[config.mk]
export PLATFORM = sky130hd
export DESIGN_NAME = prog_loader_flat
export DESIGN_NICKNAME = d
export VERILOG_FILES = /design/src/rtl/prog_loader_if.sv /design/src/rtl/prog_loader.sv /design/src/flat_wrapper.sv
export SDC_FILE = /design/constraint.sdc
export NUM_CORES = 1
export LEC_CHECK = 0
export ABC_AREA = 1
export CORE_MARGIN = 4
export CORE_UTILIZATION = 49
export CTS_CLUSTER_DIAMETER = 50
export DETAILED_ROUTE_END_ITERATION = 10
export PLACE_DENSITY = 0.69
export SETUP_SLACK_MARGIN = 0.15
export SYNTH_ARGS = -nofsm -noshare
export SYNTH_HDL_FRONTEND = slang
export SYNTH_SLANG_ARGS = --single-unit
[constraint.sdc]
create_clock -name clkd -period 2.52 [get_ports clkd]
set_input_delay 0.504 -clock clkd [delete_from_list [all_inputs] [get_ports clkd]]
set_output_delay 0.504 -clock clkd [all_outputs]
set_load 0.02 [all_outputs]
[src/rtl/prog_loader_if.sv]
// Instruction-memory write port and load status exported by prog_loader.
// The loader drives everything (master); the memory/CPU side only observes (slave).
interface prog_loader_if;
  logic        mem_wr_en;
  logic [7:0]  mem_wr_addr;
  logic [31:0] mem_wr_data;
  logic        cpu_hold;
  logic        load_done;
  logic        load_err;

  modport master (
    output mem_wr_en, mem_wr_addr, mem_wr_data,
    output cpu_hold, load_done, load_err
  );

  modport slave (
    input mem_wr_en, mem_wr_addr, mem_wr_data,
    input cpu_hold, load_done, load_err
  );
endinterface

[src/rtl/prog_loader.sv]
// UART (8N1) boot loader: receives an A5/count/words/checksum frame and writes
// the words into a 256x32 instruction memory, holding the CPU until a frame checks out.
module prog_loader #(
  parameter int CLKS_PER_BIT = 16
) (
  input  logic         clkd,
  input  logic         RESET,
  input  logic         RXD,
  prog_loader_if.master ldr
);

  localparam logic [15:0] LAST_T = 16'(CLKS_PER_BIT - 1);
  localparam logic [15:0] HALF_T = 16'(CLKS_PER_BIT / 2 - 1);
  localparam logic [7:0]  MAGIC  = 8'hA5;

  typedef enum logic [1:0] {RX_IDLE, RX_START, RX_DATA, RX_STOP} rx_state_t;
  typedef enum logic [2:0] {WAIT_MAGIC, GET_COUNT, GET_DATA, GET_CSUM, DONE} ld_state_t;

  rx_state_t   rx_state_reg;
  logic        rx_meta_reg, rx_sync_reg, rx_prev_reg;
  logic [15:0] rx_timer_reg;
  logic [2:0]  rx_bit_reg;
  logic [7:0]  rx_shift_reg;

  ld_state_t   ld_state_reg;
  logic [8:0]  words_left_reg;
  logic [7:0]  word_idx_reg;
  logic [1:0]  byte_idx_reg;
  logic [31:0] word_reg;
  logic [7:0]  sum_reg;
  logic        mem_wr_en_reg;
  logic [7:0]  mem_wr_addr_reg;
  logic [31:0] mem_wr_data_reg;
  logic        cpu_hold_reg, load_done_reg, load_err_reg;

  logic        stop_sample, byte_stb, frame_err;
  logic [31:0] word_next;

  // Stop bit is judged in the cycle its timer expires; strobes are combinational in that cycle.
  assign stop_sample = (rx_state_reg == RX_STOP) && (rx_timer_reg == LAST_T);
  assign byte_stb    = stop_sample &&  rx_sync_reg;
  assign frame_err   = stop_sample && !rx_sync_reg;
  assign word_next   = {rx_shift_reg, word_reg[31:8]};

  always_ff @(posedge clkd) begin
    if (!RESET) begin
      rx_meta_reg  <= 1'b1;
      rx_sync_reg  <= 1'b1;
      rx_prev_reg  <= 1'b1;
      rx_state_reg <= RX_IDLE;
      rx_timer_reg <= '0;
      rx_bit_reg   <= '0;
      rx_shift_reg <= '0;
    end else begin
      rx_meta_reg <= RXD;
      rx_sync_reg <= rx_meta_reg;
      rx_prev_reg <= rx_sync_reg;
      case (rx_state_reg)
        RX_IDLE: begin
          // The synced line fell one cycle ago, so the timer starts at 1.
          if (rx_prev_reg && !rx_sync_reg) begin
            rx_state_reg <= RX_START;
            rx_timer_reg <= 16'd1;
          end
        end
        RX_START: begin
          if (rx_timer_reg == HALF_T) begin
            rx_timer_reg <= '0;
            rx_bit_reg   <= '0;
            rx_state_reg <= rx_sync_reg ? RX_IDLE : RX_DATA;
          end else begin
            rx_timer_reg <= rx_timer_reg + 16'd1;
          end
        end
        RX_DATA: begin
          if (rx_timer_reg == LAST_T) begin
            rx_timer_reg <= '0;
            rx_shift_reg <= {rx_sync_reg, rx_shift_reg[7:1]};
            rx_bit_reg   <= rx_bit_reg + 3'd1;
            if (rx_bit_reg == 3'd7) rx_state_reg <= RX_STOP;
          end else begin
            rx_timer_reg <= rx_timer_reg + 16'd1;
          end
        end
        RX_STOP: begin
          if (rx_timer_reg == LAST_T) begin
            rx_timer_reg <= '0;
            rx_state_reg <= RX_IDLE;
          end else begin
            rx_timer_reg <= rx_timer_reg + 16'd1;
          end
        end
        default: rx_state_reg <= RX_IDLE;
      endcase
    end
  end

  always_ff @(posedge clkd) begin
    if (!RESET) begin
      ld_state_reg    <= WAIT_MAGIC;
      words_left_reg  <= '0;
      word_idx_reg    <= '0;
      byte_idx_reg    <= '0;
      word_reg        <= '0;
      sum_reg         <= '0;
      mem_wr_en_reg   <= 1'b0;
      mem_wr_addr_reg <= '0;
      mem_wr_data_reg <= '0;
      cpu_hold_reg    <= 1'b1;
      load_done_reg   <= 1'b0;
      load_err_reg    <= 1'b0;
    end else begin
      mem_wr_en_reg <= 1'b0;
      if (frame_err) begin
        if (ld_state_reg == GET_COUNT || ld_state_reg == GET_DATA || ld_state_reg == GET_CSUM) begin
          load_err_reg <= 1'b1;
          cpu_hold_reg <= 1'b1;
          ld_state_reg <= WAIT_MAGIC;
        end
      end else if (byte_stb) begin
        case (ld_state_reg)
          WAIT_MAGIC, DONE: begin
            if (rx_shift_reg == MAGIC) begin
              load_err_reg  <= 1'b0;
              load_done_reg <= 1'b0;
              cpu_hold_reg  <= 1'b1;
              sum_reg       <= '0;
              word_idx_reg  <= '0;
              ld_state_reg  <= GET_COUNT;
            end
          end
          GET_COUNT: begin
            words_left_reg <= (rx_shift_reg == 8'd0) ? 9'd256 : {1'b0, rx_shift_reg};
            byte_idx_reg   <= '0;
            ld_state_reg   <= GET_DATA;
          end
          GET_DATA: begin
            word_reg     <= word_next;
            sum_reg      <= sum_reg + rx_shift_reg;
            byte_idx_reg <= byte_idx_reg + 2'd1;
            if (byte_idx_reg == 2'd3) begin
              mem_wr_en_reg   <= 1'b1;
              mem_wr_addr_reg <= word_idx_reg;
              mem_wr_data_reg <= word_next;
              word_idx_reg    <= word_idx_reg + 8'd1;
              words_left_reg  <= words_left_reg - 9'd1;
              if (words_left_reg == 9'd1) ld_state_reg <= GET_CSUM;
            end
          end
          GET_CSUM: begin
            if (rx_shift_reg == sum_reg) begin
              load_done_reg <= 1'b1;
              cpu_hold_reg  <= 1'b0;
              ld_state_reg  <= DONE;
            end else begin
              load_err_reg  <= 1'b1;
              ld_state_reg  <= WAIT_MAGIC;
            end
          end
          default: ld_state_reg <= WAIT_MAGIC;
        endcase
      end
    end
  end

  assign ldr.mem_wr_en   = mem_wr_en_reg;
  assign ldr.mem_wr_addr = mem_wr_addr_reg;
  assign ldr.mem_wr_data = mem_wr_data_reg;
  assign ldr.cpu_hold    = cpu_hold_reg;
  assign ldr.load_done   = load_done_reg;
  assign ldr.load_err    = load_err_reg;

endmodule

[src/flat_wrapper.sv]
// flat-port wrapper written by rule: the top's interface ports become plain ports
module prog_loader_flat 
#(
  parameter int CLKS_PER_BIT = 16
)
  (clkd, RESET, RXD, ldr_mem_wr_en, ldr_mem_wr_addr, ldr_mem_wr_data, ldr_cpu_hold, ldr_load_done, ldr_load_err);
  prog_loader_if ldr_i ();
  input  logic clkd;
  input  logic RESET;
  input  logic RXD;
  output wire logic [$bits(ldr_i.mem_wr_en)-1:0] ldr_mem_wr_en;
  output wire logic [$bits(ldr_i.mem_wr_addr)-1:0] ldr_mem_wr_addr;
  output wire logic [$bits(ldr_i.mem_wr_data)-1:0] ldr_mem_wr_data;
  output wire logic [$bits(ldr_i.cpu_hold)-1:0] ldr_cpu_hold;
  output wire logic [$bits(ldr_i.load_done)-1:0] ldr_load_done;
  output wire logic [$bits(ldr_i.load_err)-1:0] ldr_load_err;
  assign ldr_mem_wr_en = ldr_i.mem_wr_en;
  assign ldr_mem_wr_addr = ldr_i.mem_wr_addr;
  assign ldr_mem_wr_data = ldr_i.mem_wr_data;
  assign ldr_cpu_hold = ldr_i.cpu_hold;
  assign ldr_load_done = ldr_i.load_done;
  assign ldr_load_err = ldr_i.load_err;
  prog_loader #(.CLKS_PER_BIT(CLKS_PER_BIT)) u_core (.clkd(clkd), .RESET(RESET), .RXD(RXD), .ldr(ldr_i));
endmodule
==> results of run 1 <==
metrics by stage:
| step | worst slack [ps] | cell area (sq um) | util, % | std cells | hold WS [ps] |
|---|---|---|---|---|---|
| floorplan | 760 | 6230 | - | 931 | 393 |
| global placement | 568 | 6860 | 56.2 | 1127 | 412 |
| detailed placement | 539 | 6860 | 56.2 | 1127 | 414 |
| CTS | 498 | 7470 | 61.2 | 1159 | 428 |
| global route | 253 | 7470 | 61.2 | 1159 | 459 |
| finish | 506 | 7470 | 61.2 | 1159 | 432 |
cells in the final DEF (no fill, tap or decap), drive strengths merged, types with 17 or more instances in the layout:
| master | count |
|---|---|
| o21ai | 68 |
| nor3 | 18 |
| clkdlybuf4s50 | 45 |
| inv | 119 |
| dfxtp | 130 |
| buf | 17 |
| nand3 | 55 |
| a21oi | 70 |
| nor2 | 141 |
| clkbuf | 21 |
| nand2 | 244 |
power groups by stage:
stage | clock network, mW | logic, mW | registers (mW)
floorplan | 0 | 0.0596 | 2.11
global placement | 0 | 0.0848 | 2.11
detailed placement | 0 | 0.0841 | 2.11
CTS | 2.54 | 0.0843 | 2.06
global route | 2.64 | 0.0956 | 2.06
finish | 2.49 | 0.0843 | 2.06
cell families after synthesis:
logic type      after synthesis  share of synthesized area [%]
compound gates              146                           12.0
buf+inv                     154                           9.74
flops                       130                           41.8
simple gates                477                           32.1
xor+xnor                      9                           1.26
fa+ha+maj                    15                           3.13
metal layers:
metal	global-route usage, %	routed length (um)
met5	0	0
met4	6.09	147
met3	5.05	825
met2	31.4	6310
met1	31.5	7610
how the worst max path moves through the flow:
stage	startpoint	to	slack, ps	depth (start not counted)
after floorplan	u_core.rx_timer_reg[0]$_SDFFE_PN0P_	u_core.ldr.mem_wr_data[24]$_SDFFE_PN0P_	760	10
after global placement	u_core.rx_timer_reg[0]$_SDFFE_PN0P_	u_core.word_idx_reg[4]$_SDFFE_PN0P_	570	9
after detailed placement	u_core.rx_timer_reg[0]$_SDFFE_PN0P_	u_core.word_idx_reg[4]$_SDFFE_PN0P_	540	9
after CTS	u_core.rx_timer_reg[0]$_SDFFE_PN0P_	u_core.sum_reg[2]$_SDFFE_PN0P_	500	9
after global routing	u_core.rx_timer_reg[0]$_SDFFE_PN0P_	u_core.sum_reg[0]$_SDFFE_PN0P_	250	9
final	u_core.rx_timer_reg[0]$_SDFFE_PN0P_	u_core.sum_reg[2]$_SDFFE_PN0P_	510	9
cell type report:
| cell class | count | area (sq um) | share of cell area [%] |
|---|---|---|---|
| well taps | 168 | 210 | 2.81 |
| flip-flops and latches | 130 | 2600 | 34.8 |
| clock inverters | 11 | 126 | 1.69 |
| inverters | 120 | 450 | 6.03 |
| multi-input cells | 647 | 3020 | 40.5 |
| repair buffers | 62 | 576 | 7.71 |
| clock buffers | 21 | 480 | 6.43 |
==> impl_results.md, run 1 <==
- Ys async rst share: 0%
- PwrDens: approximately 620 mW/mm^2
- Reg2reg start: u_core.rx_timer_reg[0]$_SDFFE_PN0P_
- Hold Path Class: reg2reg
- Period utilization: 79.9%
- Clk root buf: clkbuf_16
- Clock sink count: 130
- Post-DP HPWL: between 10 and 15 mm
- CP Capture Type: register
- # fillers: about 1,200
- Synth area leader: dfxtp_1
- CTS tree: done
- RSZ-0062 raised after global routing: false
- Sw Share: between 20 and 25%
- Core area: 0.0122 sq mm
- Hold Fails Final Rpt: 0
- Number of diodes: 0
- Largest register FFs: 32
- Post-synth EDFFs: 0
- Total die area: roughly 0.015 sq mm
- Max-slew headroom: a little over three fifths
- Final Skew: 12.8 ps
- Crit path max fanout: 7
- Pwr Total: approximately 4.6 mW
- CP max stage cell: dfxtp_1
- Drt initial violations: 491
- P_int: roughly 3.6 mW
- Top-count cell post-synth: nand2_1
- Total GRT Usage: between 20% and 30%
- Synthesized instance count: approximately 930
- Routed Antenna Nets: 0
- Via count: 5,764
- Post-layout min period: 2010 ps
- CTS resizes: 0
- Initial antenna violation count: 0
- Yosys top cell area share: a little over two fifths
- Synth Area per Inst: approximately 6.7 sq um
- # port buffers: 46
- FF-to-FF path depth: 9
- Htree depth: 4
- Fin nets: around 1,000
- Vias/cell: 4.97
- Num CTS Buffers: 17
- Post-synth cell types: 32
- Outcome: complete, no violations
- Top cells by area, synth: dfxtp_1 (42%), nand2_1 (15%), nor2_1 (8.1%)
- Fmax: between 0.4 and 0.5 GHz
- Main synth FF type: dfxtp_1
- FF-to-FF End: u_core.sum_reg[2]$_SDFFE_PN0P_
- Io pins: 47
- Clk slew on worst S/H paths: roughly 60 ps
- Layout cells sized above 1: under 10%
- WP data required: 2860 ps
- Sequential share of the synthesized area: approximately two fifths
- Initial DRT Pass Iterations: 5
- #FFs+latches synth: 130
- GP Congestion: between 0.9 and 1
- Maximum VDD drop: 0.000417 V
- Maxcap violations: 0
- Num rows: 40
- Layout area overhead: 19.9%
- CP cell instances: ha_1 -> nand3_2 -> nor2_4 -> nand3_2 -> nor2_4 -> nand2_1 -> nor2_2 -> nand2_1 -> a21oi_1
- Net switching power: 0.993 mW
- Total congestion overflow: 0
- CP max stage delay: about 360 ps
- Top cells by count, synth: nand2_1 (243), nor2_1 (134), dfxtp_1 (130)
- Number of global-route vias before repair: 5,137
- Cell area after synthesis: 0.00623 sq mm
- Die Ht: approximately 120 um
- Hold Path End: u_core.rx_sync_reg$_SDFF_PN1_
- Final setup TNS: 0 ps
- Static Leak: between 3 and 4 nW
- Comb pwr share: 1.8%
- Die W: between 100 and 150 um
- WHS Path Cells: 1
- Largest net degree at the start of global routing: 57
- Hold Startpoint: u_core.rx_meta_reg$_SDFF_PN1_
- Clock share of power: a little over half
- Syn nets: 949
- Worst Setup Start Kind: register
- Longest Clk Path Bufs: 2
- Setup slack, reg-to-reg: 510 ps
- Worst EP arrival: around 2400 ps
- Slew Limit Fails: 0
- WP buf/inv: 0
- Setup violations, final: 0
- YS warnings: 0
- Post-CTS Setup Bufs: 0
- Per-cell routed wire length: between 10 and 15 um
- Slew @ Worst Pin: 559 ps
- Global-route wire length before repair: 25.6 mm
- Setup CP Type: reg2reg
- Reg power frac: ~45%
- Family with the most delay on the worst path: simple AND/OR/NAND/NOR gates
- Initial core utilization: roughly 51%
- Clk_lat worst skew: roughly 420 ps
- Hold-fix buffers at CTS: 0
- WL final: 14.9 mm
- # DRC: 0
(Power assumes the default switching activity.)
==> run 2: changes to the inputs <==
==> constraint.sdc (replaced) <==
create_clock -name clkd -period 1.95 [get_ports clkd]
set_input_delay 0.39 -clock clkd [delete_from_list [all_inputs] [get_ports clkd]]
set_output_delay 0.39 -clock clkd [all_outputs]
set_load 0.02 [all_outputs]
==> run 2 against run 1 <==
Clock skew grew 3.4 ps. First-iteration DRC count shrank 4.7%. Sequential power grew 29%. Die area is the same. Routed wire length grew 9.9%. Register-to-register slack lost 370 ps. Clock-buffer cell count shrank 2. Non-clock buffer count grew 36. Critical path depth grew 1. Design area grew 9.7%. Power grew 34%. Via count grew 4.5%.
==> impl_results.md, run 2 (same netlist as run 1, synthesis figures left out) <==
- Outcome: complete, no violations
- Total die area: ~0.015 sq mm
- Io pins: 47
- Most common cell after layout, fill and taps aside: nand2_1
- WL final: 16.4 mm
- Setup WS post-layout: around 130 ps
- Initial antenna violation count: 0
- Setup violations, final: 0
- Slew Limit Fails: 0
- Initial core utilization: a little over 50%
- Htree depth: 4
- Layout area overhead: 31.5%
- PwrDens: about 760 mW/mm^2
- Period utilization: 93.2%
- Clk slew on worst S/H paths: around 60 ps
- CP max stage cell: dfxtp_2
- Layout cells sized above 1: around 15%
- Crit path max fanout: 19
- Initial DRT Pass Iterations: 6
- Number of global-route vias before repair: just over 5,000
- Number of diodes: 0
- Vias/cell: around 5
- Routed Antenna Nets: 0
- CP startpoint: u_core.rx_timer_reg[1]$_SDFFE_PN0P_
- Core area: 0.0122 sq mm
- Dpl ws: approximately 55 ps
- # port buffers: 46
- Most frequent cells in the layout: nand2_1 (232), nor2_1 (121), dfxtp_1 (121)
- Global-route wire length before repair: between 20 and 25 mm
- Total congestion overflow: 0
- Die W: around 120 um
- Total GRT Usage: a little over a fifth
- Die Ht: ~120 um
- Hold Fails Final Rpt: 0
- Reg power frac: 42.9%
- P_int: between 4 and 5 mW
- Drt initial violations: 468
- Per-cell routed wire length: around 14 um
- Static Leak: a little under 4 nW
- Setup slack, reg-to-reg: roughly 130 ps
- CP max stage delay: approximately 350 ps
- Hold-fix buffers at CTS: 0
- Net switching power: approximately 1.3 mW
- Comb pwr share: around 2%
- RSZ-0062 raised after global routing: true
- Worst Setup Start Kind: register
- Clk_lat worst skew: about 430 ps
- Hold Path Class: in2reg
- Fin nets: 1,033
- Final setup TNS: 0 ps
- Reg2reg start: u_core.rx_timer_reg[1]$_SDFFE_PN0P_
- Largest register FFs: 32
- Num CTS Buffers: 17
- Largest net degree at the start of global routing: between 50 and 60
- Clock share of power: approximately 55%
- WP buf/inv: 2
- CTS tree: done
- Family with the most delay on the worst path: simple AND/OR/NAND/NOR gates
- Num rows: 40
- Post-DP HPWL: 10.0 mm
- Maxcap violations: 0
- Setup CP Type: reg2reg
- GP Congestion: 0.888
- Max-slew headroom: approximately 42%
- Slew @ Worst Pin: 865 ps
- Clk root buf: clkbuf_16
- # DRC: 0
- # fillers: between 1,000 and 1,500
- Worst EP arrival: 2140 ps
- Clock sink count: 130
- CP Capture Type: register
- CP cell instances: ha_4 -> nand3_4 -> nor2_4 -> buf_4 -> nand3_4 -> nor2_4 -> nand2_4 -> clkbuf_16 -> nor3_2 -> nor2_1
- Sw Share: a little over a fifth
- Final Skew: ~16 ps
- Fmax: approximately 0.55 GHz
- Via count: approximately 6,000
- Maximum VDD drop: around 0.00057 V
- Longest Clk Path Bufs: 2
- WP data required: around 2300 ps
- Post-layout min period: between 1500 and 2000 ps
- Hold Startpoint: RESET
==> run 2: changes by cell type in the layout (fill, tap and decap cells not counted), moves of 11 or more <==
| cell | change |
|---|---|
| buf_4 | +24 |
| clkdlybuf4s50_1 | -18 |
| nor3_2 | +11 |
| nor3_1 | -13 |
| dlymetal6s2s_1 | +17 |
| o21ai_0 | -12 |
| o21ai_1 | +12 |
| nor2_2 | +11 |
| nor2_1 | -13 |
==> run 2: what timing repair did <==
action,4_1_cts,5_1_grt
gates cloned,0,8
endpoints found under the setup margin,45,124
pin swaps,4,11
buffers inserted,1,7
gates resized for setup,10,95
==> run 2: cell type report <==
type                    count  area, sq um  share of cell area [%]
clock inverters            13          199                    2.43
flip-flops and latches    130         2620                    31.9
repair inverters            1         7.51                  0.0916
well taps                 168          210                    2.56
repair buffers             98         1020                    12.5
multi-input cells         647         3250                    39.7
inverters                 120          454                    5.54
clock buffers              19          433                    5.28
==> run 2: worst register-to-register path: stages (launching register included) <==
cell	delay (ps)
dfxtp_2	350
ha_4	160
nand3_4	90
nor2_4	200
buf_4	150
nand3_4	80
nor2_4	170
nand2_4	110
clkbuf_16	210
nor3_2	140
nor2_1	70
==> run 2: final timing paths <==
path,to,depth (start not counted)
max,u_core.ldr.mem_wr_data[15]$_SDFFE_PN0P_,10
min,u_core.ldr.mem_wr_data[1]$_SDFFE_PN0P_,3
max reg2reg,u_core.ldr.mem_wr_data[15]$_SDFFE_PN0P_,10
min reg2reg,u_core.rx_sync_reg$_SDFF_PN1_,1
==> run 2: layer usage <==
metal	GRT usage [%]	vias up	wire [um]	part of all wire, %
met5	0	-	0	0
li1	-	3115	-	-
met1	29.2	2749	8170	50
met2	32.3	145	7200	44
met4	5.67	0	154	0.94
met3	5.75	16	853	5.2
==> run 2: per-stage QoR <==
step                area (sq um)  power [mW]  instances  hold WS [ps]  util [%]
global placement            7060        2.85       1148           393      57.8
detailed placement          7060        2.85       1148           401      57.8
global route                8200        6.39       1196           345      67.1
CTS                         7730        6.26       1181           324      63.3
finish                      8200        6.21       1196           345      67.1
floorplan                   6230        2.80        931           393         -
==> run 2: power groups by stage <==
| stage | Sequential, mW | Clock [mW] | Combinational, mW |
|---|---|---|---|
| after detailed placement | 2.72 | 0 | 0.123 |
| after floorplan | 2.72 | 0 | 0.0770 |
| final | 2.66 | 3.42 | 0.127 |
| after CTS | 2.66 | 3.47 | 0.123 |
| after global placement | 2.72 | 0 | 0.124 |
| after global routing | 2.66 | 3.58 | 0.139 |
